[config.mk]
export PLATFORM = sky130hd
export DESIGN_NAME = channel_fifo
export DESIGN_NICKNAME = d
export VERILOG_FILES = /design/src/rtl/channel_pkg.sv /design/src/rtl/channel_fifo_mem.sv /design/src/rtl/channel_fifo.sv
export SDC_FILE = /design/constraint.sdc
export NUM_CORES = 1
export LEC_CHECK = 0
export CORE_MARGIN = 2
export CORE_UTILIZATION = 62
export DETAILED_ROUTE_END_ITERATION = 16
export DONT_BUFFER_PORTS = 1
export GPL_TIMING_DRIVEN = 0
export PLACE_DENSITY = 0.85
export SLEW_MARGIN = 20
export SYNTH_ARGS = -nofsm -noshare
export SYNTH_HDL_FRONTEND = slang
export SYNTH_SLANG_ARGS = --single-unit
[constraint.sdc]
create_clock -name clk -period 2.8 [get_ports clk]
set_input_delay 0.56 -clock clk [delete_from_list [all_inputs] [get_ports clk]]
set_output_delay 0.56 -clock clk [all_outputs]
set_load 0.02 [all_outputs]
[src/rtl/channel_pkg.sv]
// channel_pkg: shared channel constants and latency arithmetic
package channel_pkg;

    localparam int N_DEFAULT             = 10;
    localparam int LATENCY_WIDTH_DEFAULT = 6;

    // Adds two latency values and clamps the sum at the largest w-bit value.
    // The 32-bit sum is wide enough that it cannot overflow for any legal field width.
    function automatic int unsigned lat_sat(input int unsigned a, input int unsigned b,
                                            input int unsigned w);
        int unsigned max_v;
        max_v = (32'd1 << w) - 32'd1;
        return (a + b > max_v) ? max_v : a + b;
    endfunction

endpackage

[src/rtl/channel_fifo_mem.sv]
// channel_fifo_mem: DEPTH x N storage, one write port, asynchronous read port
module channel_fifo_mem
    import channel_pkg::*;
#(
    parameter int N     = N_DEFAULT,
    parameter int DEPTH = 4,
    parameter int AW    = $clog2(DEPTH)
) (
    input  logic          clk,
    input  logic          we,
    input  logic [AW-1:0] waddr,
    input  logic [N-1:0]  wdata,
    input  logic [AW-1:0] raddr,
    output logic [N-1:0]  rdata
);

    logic [N-1:0] mem [DEPTH];

    // Storage is deliberately left unreset; only the pointers define validity.
    always_ff @(posedge clk) begin
        if (we) mem[waddr] <= wdata;
    end

    assign rdata = mem[raddr];

endmodule

[src/rtl/channel_fifo.sv]
// channel_fifo: elastic valid/ready buffer that also reports upstream latency
module channel_fifo
    import channel_pkg::*;
#(
    parameter int N                   = N_DEFAULT,
    parameter int LATENCY_COUNT_WIDTH = LATENCY_WIDTH_DEFAULT,
    parameter int DEPTH               = 4
) (
    input  logic                           clk,
    input  logic                           rst_n,
    input  logic                           in_valid,
    input  logic [N-1:0]                   in_data,
    output logic                           in_ready,
    output logic [LATENCY_COUNT_WIDTH-1:0] in_latency,
    output logic                           out_valid,
    output logic [N-1:0]                   out_data,
    input  logic                           out_ready,
    input  logic [LATENCY_COUNT_WIDTH-1:0] out_latency
);

    localparam int AW = $clog2(DEPTH);
    localparam int CW = $clog2(DEPTH + 1);

    logic [AW-1:0] wr_ptr, rd_ptr;
    logic [CW-1:0] count, count_next;
    logic          push, pop;

    // Flags come from the registered count only, so ready never depends on out_ready.
    assign in_ready  = count != CW'(DEPTH);
    assign out_valid = count != '0;
    assign push      = in_valid && in_ready;
    assign pop       = out_valid && out_ready;

    // Occupancy after this cycle's transfers; a simultaneous push and pop cancel.
    always_comb begin
        count_next = (push && !pop) ? count + 1'b1 :
                     (pop && !push) ? count - 1'b1 : count;
    end

    // Pointer, occupancy and latency registers; reset empties the stage at once.
    always_ff @(posedge clk or negedge rst_n) begin
        if (!rst_n) begin
            wr_ptr     <= '0;
            rd_ptr     <= '0;
            count      <= '0;
            in_latency <= '0;
        end else begin
            if (push) wr_ptr <= (wr_ptr == AW'(DEPTH - 1)) ? '0 : wr_ptr + 1'b1;
            if (pop)  rd_ptr <= (rd_ptr == AW'(DEPTH - 1)) ? '0 : rd_ptr + 1'b1;
            count      <= count_next;
            in_latency <= LATENCY_COUNT_WIDTH'(lat_sat(32'(count_next), 32'(out_latency),
                                                       LATENCY_COUNT_WIDTH));
        end
    end

    channel_fifo_mem #(.N(N), .DEPTH(DEPTH), .AW(AW)) u_mem (
        .clk   (clk),
        .we    (push),
        .waddr (wr_ptr),
        .wdata (in_data),
        .raddr (rd_ptr),
        .rdata (out_data)
    );

endmodule

### Word-level counts from Yosys, hierarchy flattened

Memories as Yosys holds them, arrays and structs flattened.
Index checks and enable logic that the tools add are counted.

| word-level totals | value |
|---|---|
| register bits after elaboration | 13 |
| memory bits (writable) | 40 |
| output and inout port bits | 18 |
| memories kept | 1 |

Memory list:

| memory | words | width | read ports | clocked after Yosys merged registers in | wr ports | line | RTL |
|---|---|---|---|---|---|---|---|
| u_mem.mem | 4 | 10 | 1 | 0 | 1 | channel_fifo_mem.sv:17 | `logic [N-1:0] mem [DEPTH];` |

| cells by class | value |
|---|---|
| $add $sub $neg | 5 |
| $lt $le $gt $ge | 1 |
| equal/unequal tests | 3 |
| mux-type cells | 7 |
| reductions and logical operators | 7 |

Operators by type and width:

| cell | count |
|---|---|
| adder 3 x 6 -> 7 bit | 1 |
| greater-than comparator 7 x 6 -> 1 bit (second input constant) | 1 |
| two-way mux 3 bit | 2 |
| two-way mux 6 bit | 1 |
| adder 2 x 1 -> 2 bit (second input constant) | 2 |
| == test 2 bit (second input constant) | 2 |
| logical AND 1 bit | 4 |
| two-way mux 2 bit | 2 |
| adder 3 x 1 -> 3 bit (second input constant) | 1 |
| != test 3 bit (second input constant) | 1 |
| nonzero test 3 bit | 1 |
| subtractor 3 x 1 -> 3 bit (second input constant) | 1 |
| logical NOT 1 bit | 2 |
| two-way mux 1 bit | 2 |

### Logic depth before layout (Yosys ltp)

| logic depth | value |
|---|---|
| depth after elaboration | 9 |
| mapped depth | 11 |
| gate-level depth less buffers | 10 |

### Hierarchy

Synthesis repeated with hierarchy kept, for this count alone.

| unflattened totals | value |
|---|---|
| cells, all modules | 131 |
| area, all modules | 2292.2 µm² |

Modules (own cells, without submodules):

| module | instances | cells each | area an instance (µm²) | sequential area each (µm²) |
|---|---|---|---|---|
| channel_fifo_mem | 1 | 56 | 1473.9 | 1201.2 |
| channel_fifo | 1 | 75 | 818.3 | 325.3 |

### Worst setup path after synthesis

No wires, ideal clock.

| timing path | value |
|---|---|
| kind | reg-to-reg |
| start point | reg count[0] |
| end point | reg in_latency[3] |
| arrival | 2.417 ns |
| slack | 0.259 ns |
| cell stages (with the launch flop) | 12 |
| path buffers | 1 |
| cells stage by stage | dfrtp_1 -> inv_1 -> ha_1 -> a21boi_2 -> buf_6 -> xnor2_1 -> xnor2_1 -> ha_1 -> fa_1 -> a21oi_1 -> o21ai_0 -> mux2_2 |

| on the way | value |
|---|---|
| longest elaborated chain between the ends | 9 |

RTL lines:

| element | line | RTL |
|---|---|---|
| from (decl) | channel_fifo.sv:25 | `logic [CW-1:0] count, count_next;` |
| from (signal assigned) | channel_fifo.sv:50 | `count <= count_next;` |
| branches (longest 5 deep; another with subtractor 3 x 1 -> 3 bit) | - |  |
| two-way mux 3 bit * | channel_fifo.sv:36 | `count_next = (push && !pop) ? count + 1'b1 :` |
| via count_next[0] | channel_fifo.sv:25 |  |
| adder 3 x 6 -> 7 bit * | channel_pkg.sv:13 | `return (a + b > max_v) ? max_v : a + b;` |
| greater-than comparator 7 x 6 -> 1 bit | channel_pkg.sv:13 |  |
| two-way mux 6 bit * | channel_pkg.sv:13 |  |
| to (signal assigned) | channel_fifo.sv:51 | `in_latency <= LATENCY_COUNT_WIDTH'(lat_sat(32'(count_next), 32'(out_latency),` |
| to (decl) | channel_fifo.sv:14 | `output logic [LATENCY_COUNT_WIDTH-1:0] in_latency,` |

Mark *: on every way through the listed nets, which the timed path passes.
A chain may end at the register's enable or synchronous reset.

### Worst setup path after layout

| timing path | value |
|---|---|
| start point | reg count[1] |
| end point | reg in_latency[3] |

The elaborated chain is that of the path after synthesis.

==> metrics.txt <==
CP delay by family, top multiplexers; clock network power share 14.8%; top_reg_cell synth edfxtp_1; pin count of the biggest net entering global routing 16; antenna-violating nets left 0; clock net sink count 53; Finished Layout Cells ~190; met2 routed WL 2.08 mm; CP required approximately 3000 ps; Final Setup Violations 0; Top Ports 38; Worst Setup Start Kind register; root buf cell clkbuf_8; I/O Buffers 0; Nets 170; CP Data Arrival Time 2810 ps; sequential standard cell area 1530 um2; Multi-input gate area 736 um2; Final period util 93.3%; crit path kind register to register; Post-synth EDFFs 40; clock buffer count from CTS 5; status finished clean; worst slew pin tran 592 ps; clock skew 6.19 ps; Cell variety after synth 33; Layout area overhead 7.63%; worst-path cell with the longest stage delay dfrtp_1; drt drc 0; Mapped Cells 130; Final Wtd Congestion 0.815; Post-Syn Area 2280 um2; Register-to-Register Setup Slack between 150 and 200 ps; core box area about 3600 um2; Cell Area, Placed 2340 um2; Max IR drop VDD 814 uV; clk slew on worst S/H paths 90 ps; Critical Path, Cell by Cell inv_1, ha_4, a21boi_2, mux2_1, mux2i_2, ha_1, a21o_1, a21oi_1, mux2_2; max_cap viols 0; Design Area, Final 2450 um2; RSZ-0062 raised after global routing false; Relative slew margins 60.4%; H-tree depth 2; worst r2r src count[1]$_DFF_PN0_; CP Max Fanout 6; Hold Path Origin in_data[0]; antenna violations before repair 0; setup TNS 0 ps; DRT Pass-1 Iters 4; crit path from count[1]$_DFF_PN0_; postcts setup bufs 0; CTS tree done; peak per-stage delay on the critical path between 300 and 400 ps; wire per inst 20.2 um; yosys warns 0; die area approximately 4200 um2; Comb pwr share 40.0%; first-pass GRT wire length 5.94 mm; drt via density 6.09; routed wire length 3.79 mm; DP HPWL 2.67 mm; highest routed layer met4; Max clock buf depth 2; Hold Violations, Final 0; Die H 64.6 um; Metal-1 WL 1.31 mm; clock latency on the worst-skew pair roughly 310 ps; Placement Rows 22; Cell Count Post-Placement 178; Post-synth ARST share 24.5%; Pwr per Cell Area 1090 nW/um2; Hold Path Class input pin to register; Pint ~1.7 mW; Seq pwr share 45.2%; Initial DRC Count 81; initial cell density of the core a little over three fifths; layout cells sized above 1 23.7%; post-synthesis sequential area ratio roughly two thirds; Min Clock Period, post-route 2610 ps; vias in the first global route 1,223; buffer and inverter count on the worst path 1; Die Wd 64.6 um; CP endpoint kind register; leakage just under 0.9 nW; achievable frequency 383 MHz; Sw Pwr around 1 mW; post-layout total power between 2 and 3 mW; routed length on met3 275 um; grt ovf 0; Inserted Diodes 0; Slew Limit Fails 0; GRT Util Overall 20.6%; Avg Cell Area, Syn between 15 and 20 um2; number of fill cells 235; switching fraction of total power 36.8%; Synth Net Count between 150 and 200; total number of vias 1,138; Seq cells post-synth 53
metal layers:
layer  track usage [%]  up-vias
met2              33.3       47
met1              23.3      563
li1                  -      516
met5                 0        -
met3              9.20       12
met4              10.1        0
cells by family (layout without fill, tap and decap cells):
logic type / Yosys count / after routing / share of synthesized area [%]
compound gates: 15 / 15 / 4.39
flops: 53 / 53 / 67.0
buf+inv: 7 / 16 / 1.70
xor+xnor: 3 / 3 / 1.15
fa+ha+maj: 12 / 12 / 6.92
mux: 17 / 17 / 13.2
simple gates: 23 / 23 / 5.60
worst paths after layout:
kind / cells past startpoint / end
hold reg to reg: 3 / wr_ptr[0]$_DFFE_PN0P_
max in group asynchronous: 1 / count[2]$_DFF_PN0_
min in group asynchronous: 1 / in_latency[1]$_DFF_PN0_
setup / recovery: 9 / in_latency[3]$_DFF_PN0_
hold / removal: 0 / u_mem.mem[2][0]$_DFFE_PP_
setup reg to reg: 9 / in_latency[3]$_DFF_PN0_
layout by cell type, fill, tap and decap left out, drive strengths merged, types with 3 or more instances in the layout:
| cell | instances |
|---|---|
| and2 | 4 |
| buf | 3 |
| clkinv | 3 |
| o21ai | 4 |
| mux2 | 5 |
| edfxtp | 40 |
| inv | 4 |
| mux4 | 10 |
| dfrtp | 13 |
| nor2 | 4 |
| xnor2 | 3 |
| ha | 11 |
| nand2 | 5 |
| clkbuf | 5 |
| a21oi | 4 |
cell usage after synthesis, types with 2 or more instances:
master    count  share of area [%]
a211oi_1      2               0.66
a21oi_1       4               0.88
and2_1        4                1.1
dfrtp_1      13                 14
edfxtp_1     40                 53
ha_1         11                6.0
inv_1         4               0.66
mux2_2        4                2.0
mux2i_1       2               0.88
mux4_2       10                9.9
nand2_1       4               0.66
nor2_1        4               0.66
nor2b_1       2               0.55
o21ai_0       4               0.88
or2_2         2               0.55
xnor2_1       3                1.2
final cells by class:
type	instances	share of cell area, %
Timing Repair Buffer	1	0.408
Buffer	3	0.969
Sequential cell	53	62.2
Clock inverter	3	0.510
Tap cell	48	2.45
Multi-Input combinational cell	70	30.0
Clock buffer	5	2.81
Inverter	4	0.612
power by group through the flow:
stage | clock network, mW | logic [mW] | registers [mW]
2_1_floorplan | 0 | 0.836 | 1.19
6_report | 0.395 | 1.07 | 1.20
3_5_place_dp | 0 | 1.01 | 1.22
4_1_cts | 0.400 | 1.02 | 1.20
3_3_place_gp | 0 | 0.949 | 1.20
5_1_grt | 0.433 | 1.17 | 1.22
sequential cells by signal (all words and copies together), names as in the netlist:
| register | cells |
|---|---|
| count | 3 |
| in_latency | 6 |
| rd_ptr | 2 |
| u_mem.mem | 40 |
| wr_ptr | 2 |
through the flow:
step,worst slack (ps),util (%),hold slack [ps]
2_1_floorplan,259,-,264
3_3_place_gp,117,64.9,265
3_5_place_dp,14.3,64.9,265
4_1_cts,33.5,67.5,334
5_1_grt,24.9,68.0,320
6_report,188,68.0,341
timing repair:
| item | CTS | global route |
|---|---|---|
| gates cloned | 0 | 0 |
| hold buffers | 1 | 0 |
| endpoints found under the hold margin | 13 | 0 |
| setup endpoints to repair | 1 | 4 |
| gates resized for setup | 1 | 4 |
| pin swaps | 0 | 1 |
Note: power is estimated with default switching activity, not from simulation.
